[src/rtl/dsp_div_pkg.sv]
// -----------------------------------------------------------------------------
// dsp_div_pkg
// Shared definitions for the sequential restoring divider:
//   - default operand widths (DSP P width for the dividend, A/B/D width for
//     the divisor)
//   - FSM state encoding
//   - bit-counter width helper
// No ports (package).
// -----------------------------------------------------------------------------
package dsp_div_pkg;

    localparam int DEF_DIVIDEND_W = 48;
    localparam int DEF_DIVISOR_W  = 18;

    // Counter must be able to count every quotient bit of the dividend.
    function automatic int cnt_width(input int dividend_w);
        return $clog2(dividend_w + 1);
    endfunction

    localparam int DEF_CNT_W = cnt_width(DEF_DIVIDEND_W);

    typedef enum logic [1:0] {
        IDLE = 2'd0,
        CALC = 2'd1,
        DONE = 2'd2
    } div_state_e;

endpackage

[src/rtl/dsp_div_step.sv]
// -----------------------------------------------------------------------------
// dsp_div_step
// One combinational restoring-division step: shift the next dividend bit into
// the partial remainder, trial-subtract the divisor, keep the difference when
// it does not go negative.
//
// Ports:
//   i_pr       partial remainder entering the step (always < divisor)
//   i_bit      next dividend bit, MSB first
//   i_divisor  divisor (non-zero while stepping)
//   o_pr       partial remainder leaving the step (always < divisor)
//   o_qbit     quotient bit produced by this step
// -----------------------------------------------------------------------------
module dsp_div_step
    import dsp_div_pkg::*;
#(
    parameter int DIVISOR_W = DEF_DIVISOR_W
) (
    input  logic [DIVISOR_W-1:0] i_pr,
    input  logic                 i_bit,
    input  logic [DIVISOR_W-1:0] i_divisor,
    output logic [DIVISOR_W-1:0] o_pr,
    output logic                 o_qbit
);

    logic [DIVISOR_W:0]   w_shifted;
    logic [DIVISOR_W-1:0] w_diff;
    logic                 w_ge;

    // The shifted remainder needs one extra bit: 2*(divisor-1)+1 can exceed
    // the divisor width, so the compare is done DIVISOR_W+1 bits wide.
    assign w_shifted = {i_pr, i_bit};
    assign w_ge      = (w_shifted >= {1'b0, i_divisor});

    // When w_ge is set the true difference is below the divisor, so the
    // low DIVISOR_W bits of the subtraction are exact.
    assign w_diff    = w_shifted[DIVISOR_W-1:0] - i_divisor;

    assign o_pr      = w_ge ? w_diff : w_shifted[DIVISOR_W-1:0];
    assign o_qbit    = w_ge;

endmodule

[src/rtl/dsp_seq_divider.sv]
// -----------------------------------------------------------------------------
// dsp_seq_divider
// Iterative unsigned restoring divider, one quotient bit per clock. Takes a
// DSP accumulator-width dividend and an operand-width divisor and returns
// quotient and remainder.
//
// Ports:
//   clk          rising-edge clock
//   rst_n        synchronous active-low reset
//   in_valid     dividend/divisor valid
//   in_ready     block can accept an operation (IDLE)
//   dividend     unsigned dividend, DIVIDEND_W bits
//   divisor      unsigned divisor, DIVISOR_W bits
//   out_valid    quotient/remainder/div_by_zero valid (DONE)
//   out_ready    downstream accepts the result
//   quotient     unsigned quotient, DIVIDEND_W bits
//   remainder    unsigned remainder, DIVISOR_W bits
//   div_by_zero  result came from a zero divisor
//   state_dbg    current FSM state (IDLE=0, CALC=1, DONE=2)
//
// Handshakes: a transfer happens on a rising edge where valid and ready are
// both high. in_ready depends only on state (never on in_valid); out_valid,
// once raised, stays high with stable result fields until the edge where
// out_ready is sampled high. Inputs are ignored whenever in_ready is low.
//
// Timing: a non-zero divisor finishes DIVIDEND_W edges after acceptance; a
// zero divisor finishes on the accepting edge. Accepting is only possible
// from IDLE, so the result cycle and the next acceptance never overlap.
// -----------------------------------------------------------------------------
module dsp_seq_divider
    import dsp_div_pkg::*;
#(
    parameter int DIVIDEND_W = DEF_DIVIDEND_W,
    parameter int DIVISOR_W  = DEF_DIVISOR_W
) (
    input  logic                  clk,
    input  logic                  rst_n,
    input  logic                  in_valid,
    output logic                  in_ready,
    input  logic [DIVIDEND_W-1:0] dividend,
    input  logic [DIVISOR_W-1:0]  divisor,
    output logic                  out_valid,
    input  logic                  out_ready,
    output logic [DIVIDEND_W-1:0] quotient,
    output logic [DIVISOR_W-1:0]  remainder,
    output logic                  div_by_zero,
    output logic [1:0]            state_dbg
);

    localparam int                CNT_W     = cnt_width(DIVIDEND_W);
    localparam logic [CNT_W-1:0]  LAST_STEP = CNT_W'(DIVIDEND_W - 1);

    div_state_e            r_state;
    div_state_e            w_state_next;

    // r_shift starts as the dividend; each step shifts its MSB out into the
    // partial remainder and shifts the new quotient bit in at the LSB, so
    // after DIVIDEND_W steps it holds the quotient.
    logic [DIVIDEND_W-1:0] r_shift;
    // The partial remainder is always below the divisor between steps, so it
    // is stored DIVISOR_W wide; the step widens it by one bit internally.
    logic [DIVISOR_W-1:0]  r_pr;
    logic [DIVISOR_W-1:0]  r_divisor;
    logic [CNT_W-1:0]      r_cnt;
    logic [DIVIDEND_W-1:0] r_quotient;
    logic [DIVISOR_W-1:0]  r_remainder;
    logic                  r_dbz;

    logic                  w_qbit;
    logic [DIVISOR_W-1:0]  w_pr_next;
    logic [DIVIDEND_W-1:0] w_shift_next;
    logic                  w_last;
    logic                  w_accept;

    dsp_div_step #(
        .DIVISOR_W (DIVISOR_W)
    ) u_step (
        .i_pr      (r_pr),
        .i_bit     (r_shift[DIVIDEND_W-1]),
        .i_divisor (r_divisor),
        .o_pr      (w_pr_next),
        .o_qbit    (w_qbit)
    );

    assign w_shift_next = {r_shift[DIVIDEND_W-2:0], w_qbit};
    assign w_last       = (r_cnt == LAST_STEP);
    assign w_accept     = (r_state == IDLE) && in_valid;

    // ---------------- FSM ----------------
    always_ff @(posedge clk) begin
        if (!rst_n) begin
            r_state <= IDLE;
        end else begin
            r_state <= w_state_next;
        end
    end

    always_comb begin
        w_state_next = r_state;
        case (r_state)
            IDLE: begin
                if (in_valid) begin
                    w_state_next = (divisor == '0) ? DONE : CALC;
                end
            end
            CALC: begin
                if (w_last) begin
                    w_state_next = DONE;
                end
            end
            DONE: begin
                if (out_ready) begin
                    w_state_next = IDLE;
                end
            end
            default: w_state_next = IDLE;
        endcase
    end

    // ---------------- Datapath ----------------
    always_ff @(posedge clk) begin
        if (!rst_n) begin
            r_shift     <= '0;
            r_pr        <= '0;
            r_divisor   <= '0;
            r_cnt       <= '0;
            r_quotient  <= '0;
            r_remainder <= '0;
            r_dbz       <= 1'b0;
        end else begin
            if (w_accept) begin
                if (divisor != '0) begin
                    r_shift   <= dividend;
                    r_pr      <= '0;
                    r_divisor <= divisor;
                    r_cnt     <= '0;
                end else begin
                    // Zero divisor: saturated quotient, dividend low bits
                    // as remainder, flagged; no iteration needed.
                    r_quotient  <= '1;
                    r_remainder <= dividend[DIVISOR_W-1:0];
                    r_dbz       <= 1'b1;
                end
            end else if (r_state == CALC) begin
                r_shift <= w_shift_next;
                r_pr    <= w_pr_next;
                r_cnt   <= r_cnt + 1'b1;
                if (w_last) begin
                    r_quotient  <= w_shift_next;
                    r_remainder <= w_pr_next;
                    r_dbz       <= 1'b0;
                end
            end
        end
    end

    assign in_ready    = (r_state == IDLE);
    assign out_valid   = (r_state == DONE);
    assign quotient    = r_quotient;
    assign remainder   = r_remainder;
    assign div_by_zero = r_dbz;
    assign state_dbg   = r_state;

endmodule

[config.mk]
export PLATFORM = sky130hd
export DESIGN_NAME = dsp_seq_divider
export DESIGN_NICKNAME = d
export VERILOG_FILES = /design/src/rtl/dsp_div_pkg.sv /design/src/rtl/dsp_div_step.sv /design/src/rtl/dsp_seq_divider.sv
export SDC_FILE = /design/constraint.sdc
export NUM_CORES = 1
export LEC_CHECK = 0
export ABC_AREA = 1
export BUFFER_PORTS_ARGS = -buffer_cell sky130_fd_sc_hd__buf_4
export CAP_MARGIN = 20
export CORE_MARGIN = 3
export CORE_UTILIZATION = 50
export CTS_BUF_LIST = sky130_fd_sc_hd__clkbuf_8
export DETAILED_ROUTE_END_ITERATION = 6
export PLACE_DENSITY = 0.81
export SKIP_CTS_REPAIR_TIMING = 1
export SYNTH_ARGS = -nofsm -noshare
export SYNTH_HDL_FRONTEND = slang
export SYNTH_HIERARCHICAL = 1
export SYNTH_SLANG_ARGS = --single-unit
[constraint.sdc]
create_clock -name clk -period 2.6 [get_ports clk]
set_input_delay 0.26 -clock clk [delete_from_list [all_inputs] [get_ports clk]]
set_output_delay 0.26 -clock clk [all_outputs]
set_load 0.1 [all_outputs]
==> metrics.md, run 1 <==
| Metric | Value |
|---|---|
| Setup_tns | 0 ns |
| Post-Synthesis Cells | 1,222 |
| Run status | finished, final reports clean |
| I/O Buffers | 140 |
| Netlist cell types | 36 |
| Net Switching | 0.00224 W |
| Hold path cells | 3 |
| Syn_nets | approximately 1,300 |
| Detailed-route wire length | around 23,000 um |
| Die area | 0.0182 mm2 |
| Pwr Density | ~630 mW/mm2 |
| Cell area after synthesis | 0.00829 mm2 |
| Clk buf depth | 2 |
| Commonest non-fill, non-tap cell in the layout | nand2_1 |
| Number of routed nets with antenna violations | 0 |
| Final period util | 90.6% |
| Multi-input gate area | 0.00424 mm2 |
| Nets | 1,422 |
| Fin util | 61.0% |
| Final Setup Violations | 0 |
| Worst setup SP type | flop |
| Gp weighted congestion | 0.960 |
| Initial Util | around half |
| Register share of total power | 42.4% |
| F_max | 425 MHz |
| Critical-path maximum fanout | 4 |
| DRC viols | 0 |
| Number of global-route vias before repair | 7,627 |
| Yosys warnings | 6 |
| First-pass GRT wire length | 36,400 um |
| Worst-Margin Slew | 0.603 ns |
| Drt pass-1 iters | 6 |
| Synth Register Bits | 159 |
| Combinational power share | 29.1% |
| Number of fill cells | 1,537 |
| GRT Overall Usage | 24.7% |
| Synth area leaders | dfxtp_1, nand2_1, nor2_1 |
| Rows | 46 |
| Setup crit end kind | flop |
| Largest net degree at the start of global routing | 89 |
| Most frequent cells in the layout | nand2_1, nor2_1, dfxtp_1 |
| Syn_area_per_cell | roughly 6.8 um2 |
| CTS tree | done |
| Gr ovfl total | 0 |
| Max-slew violation count | 0 |
| Min Tclk post-route | ~2.4 ns |
| Kind of critical path | reg2reg |
| IO Count | 141 |
| Initial antenna violation count | 0 |
| Reg2Reg Depth | 17 |
| Power, Total | 0.00619 W |
| Post-synth top area share | 38.4% |
| CTS Buf Count | 17 |
| Worst endpoint required time | 2.96 ns |
| Hold Path Class | in2reg |
| Initial DRC count | 628 |
| Final Skew | 0.0109 ns |
| P_leak | 4.94 nW |
| Die Y-Extent | 135 um |
| Max Cap Viol | 0 |
| Synth area leader | dfxtp_1 |
| Clk sinks | ~160 |
| Slew headroom | ~60% |
| Die Width | 135 um |
| VDD IR max | 364 uV |
| Clock share of power | 28.5% |
| DR vias | 8,161 |
| CTS clk-pin slew, worst paths | 0.09 ns |
| Pre-CTS setup slack | 0.0389 ns |
| Sw Share | a little over a third |
| Routed vias/inst | roughly 5.2 |
| Core box area | 0.0161 mm2 |
| Clk root buf | clkbuf_8 |
| Arrival time at the worst endpoint | 2.71 ns |
| Clk_lat worst skew | 0.46 ns |
| Seq/Total Area, Yosys | 38.4% |
| H-tree depth | 4 |
| Routed length per instance | roughly 15 um |
| Setup ws final | 0.245 ns |
| Register Area | between 0.003 and 0.004 mm2 |
| Layout cells sized above 1 | 18.8% |
| Layout area overhead | 18.3% |
| # diodes | 0 |
| Placed cells | between 1,500 and 2,000 |
| HPWL Detailed | 15,800 um |
| RSZ-0062 raised after global routing | false |
| Power Internal | 0.00395 W |
| Fin. Hold Viols | 0 |
| Non-Filler Instances | 1,561 |
cell type report:
| type | count | area share [%] |
|---|---|---|
| Sequential cell | 159 | 32.5 |
| Multi-Input combinational cell | 869 | 43.3 |
| Clock inverter | 15 | 1.40 |
| Tap cell | 216 | 2.76 |
| Timing Repair Buffer | 162 | 13.0 |
| Inverter | 123 | 4.72 |
| Clock buffer | 17 | 2.39 |
cell usage after synthesis:
cell type / instances
buf_2: 18
a21oi_1: 111
buf_1: 2
o21ai_0: 97
nand4_2: 1
nor2_1: 192
o21ai_1: 12
buf_12: 1
ha_1: 19
nand2_2: 13
buf_4: 8
clkbuf_1: 33
nand3_2: 12
and2_1: 1
nand3_1: 97
nand2_1: 248
or2_0: 1
nor3_2: 2
buf_6: 9
inv_2: 11
inv_1: 111
o21a_1: 1
o21bai_1: 20
nand2_4: 5
fa_1: 1
nor2_2: 7
xor2_1: 9
a21oi_2: 1
nor2_4: 2
a21oi_4: 1
clkinv_2: 1
nor3_1: 2
or2_2: 2
nand3b_1: 9
nor3b_1: 3
dfxtp_1: 159
worst paths after layout:
check	startpoint	to	slack (ns)
max	r_shift[47]	remainder[12]	0.25
min	divisor[4]	r_divisor[4]	0.06
max reg2reg	r_shift[47]	remainder[12]	0.25
min reg2reg	div_by_zero	div_by_zero	0.47
power groups by stage:
stage / clock, W / sequential [W] / combinational [W]
after global placement: 0 / 0.00267 / 0.00176
after detailed placement: 0 / 0.00268 / 0.00177
final: 0.00177 / 0.00262 / 0.00180
after CTS: 0.00180 / 0.00262 / 0.00178
after floorplan: 0 / 0.00267 / 0.00135
after global routing: 0.00190 / 0.00264 / 0.00201
per-layer routing:
metal / up-vias / GRT usage [%] / share of wire, %
li1: 4117 / - / -
met1: 3736 / 31.7 / 44
met2: 268 / 40.3 / 47
met3: 40 / 5.77 / 6.9
met4: 0 / 10.1 / 2.6
met5: - / 0 / 0
stage by stage:
step	hold WS (ns)	cell area (um2)
after floorplan	0.424	8290
after global placement	0.445	9420
after detailed placement	0.455	9420
after CTS	0.0349	9790
after global routing	0.0418	9800
final	0.0630	9800
critical path, cell delays in order (launching register included):
cell	delay (ns)
dfxtp_1	0.32
inv_1	0.09
ha_1	0.15
inv_1	0.09
fa_1	0.39
nand2_1	0.11
nand2_1	0.07
and2_1	0.16
nand2_1	0.07
nand2_1	0.11
nand2_1	0.12
nand3b_1	0.08
nand3_1	0.12
nand2_1	0.09
nand2_1	0.07
nand2_1	0.05
nor2_1	0.11
nor2_1	0.06
cells by family after synthesis:
| group | after synthesis | synth area share (%) |
|---|---|---|
| xor+xnor | 9 | 0.951 |
| compound gates | 243 | 15.5 |
| buf+inv | 194 | 10.4 |
| fa+ha+maj | 20 | 3.11 |
| simple gates | 597 | 31.6 |
| flops | 159 | 38.4 |
sequential cells by signal, summed over array words and instances, names as in the netlist:
register,flops
quotient,48
r_shift,48
div_by_zero,1
r_pr,18
remainder,18
r_divisor,18
r_cnt,6
state_dbg,2
Note: power is estimated with default switching activity, not from simulation.
==> inputs of run 2 (changes only) <==
- CORE_UTILIZATION: 50 -> 56
- PLACE_DENSITY: 0.81 -> 0.89
==> run 2 against run 1 <==
Effect of this change: the run now ends with DRC left; register-to-register slack lost 0.05 ns; global-route usage grew 4.2 points; via count grew 4.3%; worst setup slack lost 0.053 ns; sequential share of layout area grew 0.10 points; non-clock buffer count shrank 5; die area shrank 10%; flip-flop and latch count is the same; worst hold slack lost 0.0062 ns; largest power group unchanged.
==> metrics.md, run 2 (same netlist as run 1, synthesis figures left out) <==
| Metric | Value |
|---|---|
| Routed vias/inst | 5.60 (+7.1%) |
| Crit path cell chain | inv_1 > ha_1 > inv_1 > fa_1 > nand2_1 > nand2_1 > and2_1 > nand2_1 > nand2_1 > xor2_1 > nand2_1 > nand2_1 > nand2_1 > o21ai_0 > nor2_1 > nor2_1 |
| Setup_tns | 0 ns (unchanged) |
| Failing checks | DRC |
| Layout area overhead | 17.9% |
| Core box area | 0.0141 mm2 (-12%) |
| Setup ws final | 0.193 ns (-0.0528 ns) |
| Run status | complete, but fails checks |
| CP bufs+invs | 2 (unchanged) |
| Min Tclk post-route | 2.41 ns (+0.0528 ns) |
| Register share of total power | 40.8% (-1.6 points) |
| DR vias | 8,510 (+4.3%) |
| CTS Buf Count | 17 (unchanged) |
| Fin. Hold Viols | 0 (unchanged) |
| Power Internal | 0.00420 W (+6.2%) |
| Drt pass-1 iters | 7 (+1) |
| Hold Path Class | in2reg |
| Gp weighted congestion | 0.977 (+1.7%) |
| Worst-Margin Slew | 0.872 ns (+0.268 ns) |
| Clk root buf | clkbuf_8 |
| Fin util | 69.1% (+8.0 points) |
| Max-slew violation count | 0 (unchanged) |
| Die Y-Extent | 128 um (-5.3%) |
| Final Setup Violations | 0 (unchanged) |
| Number of global-route vias before repair | 7,965 (+4.4%) |
| HPWL Detailed | 15,900 um (+0.79%) |
| Worst endpoint required time | 2.94 ns (-0.02 ns) |
| Sw Share | 34.7% (-1.4 points) |
| Clk sinks | 159 (unchanged) |
| CP max-delay cell | fa_1 |
| Number of fill cells | 1,209 (-21%) |
| Hold slack final | 0.0568 ns (-0.00621 ns) |
| Clock share of power | 30.7% (+2.2 points) |
| Die Width | 128 um (-5.3%) |
| GRT Overall Usage | 28.9% (+4.2 points) |
| Worst setup SP type | flop |
| Max Cap Viol | 0 (unchanged) |
| First-pass GRT wire length | 38,400 um (+5.3%) |
| Clk_lat worst skew | 0.46 ns (about the same) |
| # diodes | 0 (unchanged) |
| Setup crit end kind | flop |
| Critical-path maximum fanout | 4 (unchanged) |
| Net Switching | 0.00223 W (-0.23%) |
| DRC viols | 2 (+2) |
| CP dominant cell by count | nand2_1 |
| F_max | 415 MHz (-2.2%) |
| Most frequent cells in the layout | nand2_1, nor2_1, dfxtp_1 |
| Power, Total | 0.00643 W (+3.9%) |
| Nets | 1,417 (-0.35%) |
| P_leak | 4.92 nW (-0.35%) |
| Detailed-route wire length | 23,700 um (+4.2%) |
| IO Count | 141 (unchanged) |
| Pwr Density | 658 mW/mm2 (+4.2%) |
| Gr ovfl total | 0 (unchanged) |
| RSZ-0062 raised after global routing | false |
| Final period util | 92.6% (+2.0 points) |
| CTS clk-pin slew, worst paths | 0.09 ns (about the same) |
| CTS tree | done |
| Rows | 43 (-6.5%) |
| Pre-CTS setup slack | -0.0179 ns (-0.0567 ns) |
| Final Skew | 0.0125 ns (+0.00167 ns) |
| I/O Buffers | 140 (unchanged) |
| Die area | 0.0163 mm2 (-10%) |
| Routed length per instance | 15.6 um (+7.0%) |
| Top Family by Delay on Critical Path | simple AND/OR/NAND/NOR gates |
| Number of routed nets with antenna violations | 0 (unchanged) |
| Combinational power share | 28.5% (-0.6 points) |
| Initial Util | 58.6% (+7.0 points) |
| CP max stage delay | 0.39 ns (about the same) |
| VDD IR max | 374 uV (+2.6%) |
| Clk buf depth | 2 (unchanged) |
| Slew headroom | 41.9% (-18 points) |
| Largest net degree at the start of global routing | 104 (+17%) |
| Kind of critical path | reg2reg |
| Initial antenna violation count | 0 (unchanged) |
| Commonest non-fill, non-tap cell in the layout | nand2_1 |
| Initial DRC count | 954 (+52%) |
| Layout cells sized above 1 | 18.7% (-0.079 points) |
| H-tree depth | 4 (unchanged) |
| Arrival time at the worst endpoint | 2.75 ns (+0.04 ns) |
## run 2: cell count changes in the layout (fill, tap and decap cells not counted), moves of 2 or more
cell and change:
buf_4 -4, inv_1 -2, bufinv_16 +2, clkinvlp_4 +3, inv_8 -2, clkbuf_8 +3
clkinv_4 -3
## run 2: path summary, 6_finish.rpt
check | end | slack [ns] | start | cells after the start
max | remainder[8] | 0.19 | r_shift[47] | 16
min | r_divisor[3] | 0.06 | divisor[3] | 3
max reg2reg | remainder[8] | 0.19 | r_shift[47] | 16
min reg2reg | quotient[35] | 0.47 | quotient[35] | 2
## run 2: layout make-up
cell class / count / area (um2) / share of cell area, %
sequential: 159 / 3180 / 32.6
timing repair buffer: 157 / 1220 / 12.5
clock buffer: 20 / 275 / 2.82
tap: 180 / 225 / 2.30
multi-input combinational: 869 / 4250 / 43.5
inverter: 123 / 463 / 4.74
clock inverter: 12 / 155 / 1.59
## run 2: power by group through the flow
| stage | logic (W) | registers [W] | clock network, W |
|---|---|---|---|
| floorplan | 0.00135 | 0.00267 | 0 |
| global placement | 0.00173 | 0.00267 | 0 |
| detailed placement | 0.00175 | 0.00268 | 0 |
| CTS | 0.00177 | 0.00262 | 0.00198 |
| global route | 0.00204 | 0.00264 | 0.00211 |
| finish | 0.00183 | 0.00262 | 0.00198 |
## run 2: per-layer routing
metal / GRT usage, % / vias to the layer above / share of wire (%) / routed length (um)
met5: 0 / - / 0 / 0
met4: 12.0 / 0 / 2.6 / 627
met3: 7.12 / 50 / 8.3 / 1960
met2: 47.3 / 404 / 48 / 11300
met1: 36.6 / 3944 / 41 / 9740
li1: - / 4112 / - / -
## run 2: worst reg2reg max path, stage by stage (launching register included)
cell and delay (ns):
dfxtp_1 0.32, inv_1 0.10, ha_1 0.16, inv_1 0.09
fa_1 0.39, nand2_1 0.11, nand2_1 0.08, and2_1 0.18
nand2_1 0.07, nand2_1 0.10, xor2_1 0.17, nand2_1 0.08
nand2_1 0.07, nand2_1 0.06, o21ai_0 0.09, nor2_1 0.17
nor2_1 0.07
## run 2: stage by stage
stage	cell area (um2)	instances
floorplan	8290	1222
detailed placement	9320	1487
CTS	9750	1519
finish	9770	1520
global route	9770	1520
global placement	9320	1487
==> inputs of run 3 (changes only) <==
- CORE_MARGIN: 3 -> 2
- CORE_UTILIZATION: 56 -> 57
- CTS_BUF_LIST: sky130_fd_sc_hd__clkbuf_8 -> sky130_fd_sc_hd__clkbuf_16
- PLACE_DENSITY: 0.89 -> 0.9
==> run 3 against run 2 <==
Effect of this change: count of clock-buffer cells in the layout shrank 3; the run now ends clean; flip-flop and latch count is the same; largest cell class unchanged; fmax shrank 0.40%; power grew 5.9%; register-to-register slack is essentially flat; global-route usage grew 1.2 points; cell count grew 0.39%; cell area grew 1.3%; highest routed layer unchanged; sequential power is essentially flat.
==> metrics.md, run 3 (same netlist as run 1, synthesis figures left out) <==
| Metric | Value |
|---|---|
| Run status | finished, final reports clean |
| Kind of critical path | reg2reg |
| Clk_lat worst skew | 0.44 ns (-0.02 ns) |
| Worst R2R Start | r_divisor[14] |
| Routed length per instance | 15.4 um (-1.3%) |
| Core box area | 0.0144 mm2 (+1.5%) |
| Area after DPL | 0.00932 mm2 (about the same) |
| CP max-delay cell | ha_1 |
| Nets | 1,419 (+0.14%) |
| Setup_tns | 0 ns (unchanged) |
| HPWL Detailed | 15,900 um (-0.16%) |
| Die area | 0.0155 mm2 (-4.8%) |
| Die Width | 125 um (-2.4%) |
| Crit path cell chain | inv_1 > ha_1 > a21oi_1 > nand2_1 > a21oi_1 > nand4_2 > buf_4 > nand2_1 > nand2_1 > nand2_1 > o21ai_0 > nor2_1 > nor2_1 |
| Worst endpoint required time | 2.92 ns (-0.02 ns) |
| H-tree depth | 4 (unchanged) |
| Multi-input gate area | 0.00426 mm2 (+0.24%) |
| Clk sinks | 159 (unchanged) |
| RSZ-0062 raised after global routing | false |
| Max Cap Viol | 0 (unchanged) |
| Drt pass-1 iters | 5 (-2) |
| Min Tclk post-route | 2.42 ns (+0.00967 ns) |
| F_max | 414 MHz (-0.40%) |
| VDD IR max | 625 uV (+67%) |
| Fin. Hold Viols | 0 (unchanged) |
| Detailed-route wire length | 23,500 um (-0.90%) |
| Hold endpoint | r_divisor[14] |
| DR vias | 8,431 (-0.93%) |
| Die Y-Extent | 125 um (-2.4%) |
| Capturing point of the worst reg2reg path | remainder[8] |
| Initial Util | 57.7% (-0.89 points) |
| Final Setup Violations | 0 (unchanged) |
| Hold Path Class | in2reg |
| CTS tree | done |
| Number of routed nets with antenna violations | 0 (unchanged) |
| IO Count | 141 (unchanged) |
| Initial DRC count | 902 (-5.5%) |
| Worst hold path startpoint | divisor[14] |
| Design area | 0.00990 mm2 (+1.3%) |
| CP dominant cell by count | nand2_1 |
| Layout area overhead | 19.4% |
| Initial antenna violation count | 0 (unchanged) |
| Hold path cells | 3 (unchanged) |
| Number of global-route vias before repair | 7,957 (-0.10%) |
| Most frequent cells in the layout | nand2_1, nor2_1, dfxtp_1 |
| Pwr Density | 688 mW/mm2 (+4.6%) |
| Worst-Margin Slew | 0.861 ns (-0.0112 ns) |
| CP bufs+invs | 2 (unchanged) |
| Arrival time at the worst endpoint | 2.74 ns (about the same) |
| Gp weighted congestion | 0.973 (-0.39%) |
| Register Area | 0.00318 mm2 (unchanged) |
| CTS clk-pin slew, worst paths | 0.07 ns (-0.02 ns) |
| DRC viols | 0 (-2) |
| Final Skew | 0.0104 ns (-0.00209 ns) |
| Gr ovfl total | 0 (unchanged) |
| Clk buf depth | 2 (unchanged) |
| Non-Filler Instances | 1,526 (+0.39%) |
| First-pass GRT wire length | 38,300 um (-0.27%) |
| Worst setup SP type | flop |
| R2r setup slk | 0.18 ns (about the same) |
| CTS Buf Count | 17 (unchanged) |
| Setup crit end kind | flop |
| Reg2Reg Depth | 13 (-3) |
| Number of fill cells | 1,212 (+0.25%) |
| I/O Buffers | 140 (unchanged) |
| Slew headroom | 42.6% (+0.74 points) |
| Critical-path maximum fanout | 9 (+5) |
| # diodes | 0 (unchanged) |
| Final period util | 93.0% (+0.37 points) |
| Top Family by Delay on Critical Path | simple AND/OR/NAND/NOR gates |
| Rows | 44 (+2.3%) |
| Commonest non-fill, non-tap cell in the layout | nand2_1 |
| CP max stage delay | 0.34 ns (-0.05 ns) |
| Routed vias/inst | 5.52 (-1.3%) |
| GRT Overall Usage | 30.1% (+1.2 points) |
| Max-slew violation count | 0 (unchanged) |
| Largest net degree at the start of global routing | 89 (-14%) |
| P_leak | 4.98 nW (+1.3%) |
| Placed cells | 1,493 (+0.40%) |
| Layout cells sized above 1 | 18.9% (+0.12 points) |
| Clk root buf | clkbuf_16 |
run 3: cell count changes in the layout (fill, tap and decap cells not counted), sizes merged:
cell      delta
clkinvlp     -2
bufinv       -3
clkbuf       -3
inv          +5
clkinv       +3
buf          +2
run 3: how the worst max path moves through the flow:
stage             startpoint             to  depth (start not counted)  slack, ns
2_1_floorplan   state_dbg[1]   quotient[36]                          9       0.25
3_3_place_gp    r_divisor[7]   remainder[7]                         13       0.05
3_5_place_dp    r_divisor[5]   remainder[7]                         13       0.04
4_1_cts         r_divisor[7]  remainder[13]                         13     -0.002
5_1_grt        r_divisor[16]   remainder[6]                         15       0.02
6_report       r_divisor[14]   remainder[8]                         13       0.18
run 3: layout make-up:
class | instances | share of cell area, %
Multi-Input combinational cell | 869 | 43.0
Clock inverter | 15 | 1.29
Clock buffer | 17 | 4.30
Timing Repair Buffer | 159 | 12.2
Tap cell | 184 | 2.33
Inverter | 123 | 4.68
Sequential cell | 159 | 32.2
run 3: metal layers:
layer	vias to the layer above	share of wire, %	global-route usage, %
met1	3848	41	37.0
met2	396	47	49.3
li1	4126	-	-
met5	-	0	0
met3	61	8.7	9.15
met4	0	3.4	12.8
run 3: worst min-delay path, cell delays in order:
cell and delay, ns:
buf_4 0.08, o21ai_0 0.07, nor2_1 0.08
run 3: where the power goes:
group	switching [W]	internal, W
sequential	0.0000795	0.00255
clock	0.00110	0.00125
combinational	0.00122	0.000623
total	0.00239	0.00442
run 3: stage by stage:
stage                     hold slack [ns]  setup WS, ns  total power [W]  utilization [%]
after global routing                0.106        0.0244          0.00716             68.9
after CTS                          0.0789      -0.00189          0.00676             68.7
final                              0.0860         0.183          0.00681             68.9
after floorplan                     0.424         0.254          0.00402                -
after detailed placement            0.452        0.0422          0.00442             64.9
after global placement              0.448        0.0471          0.00439             64.9
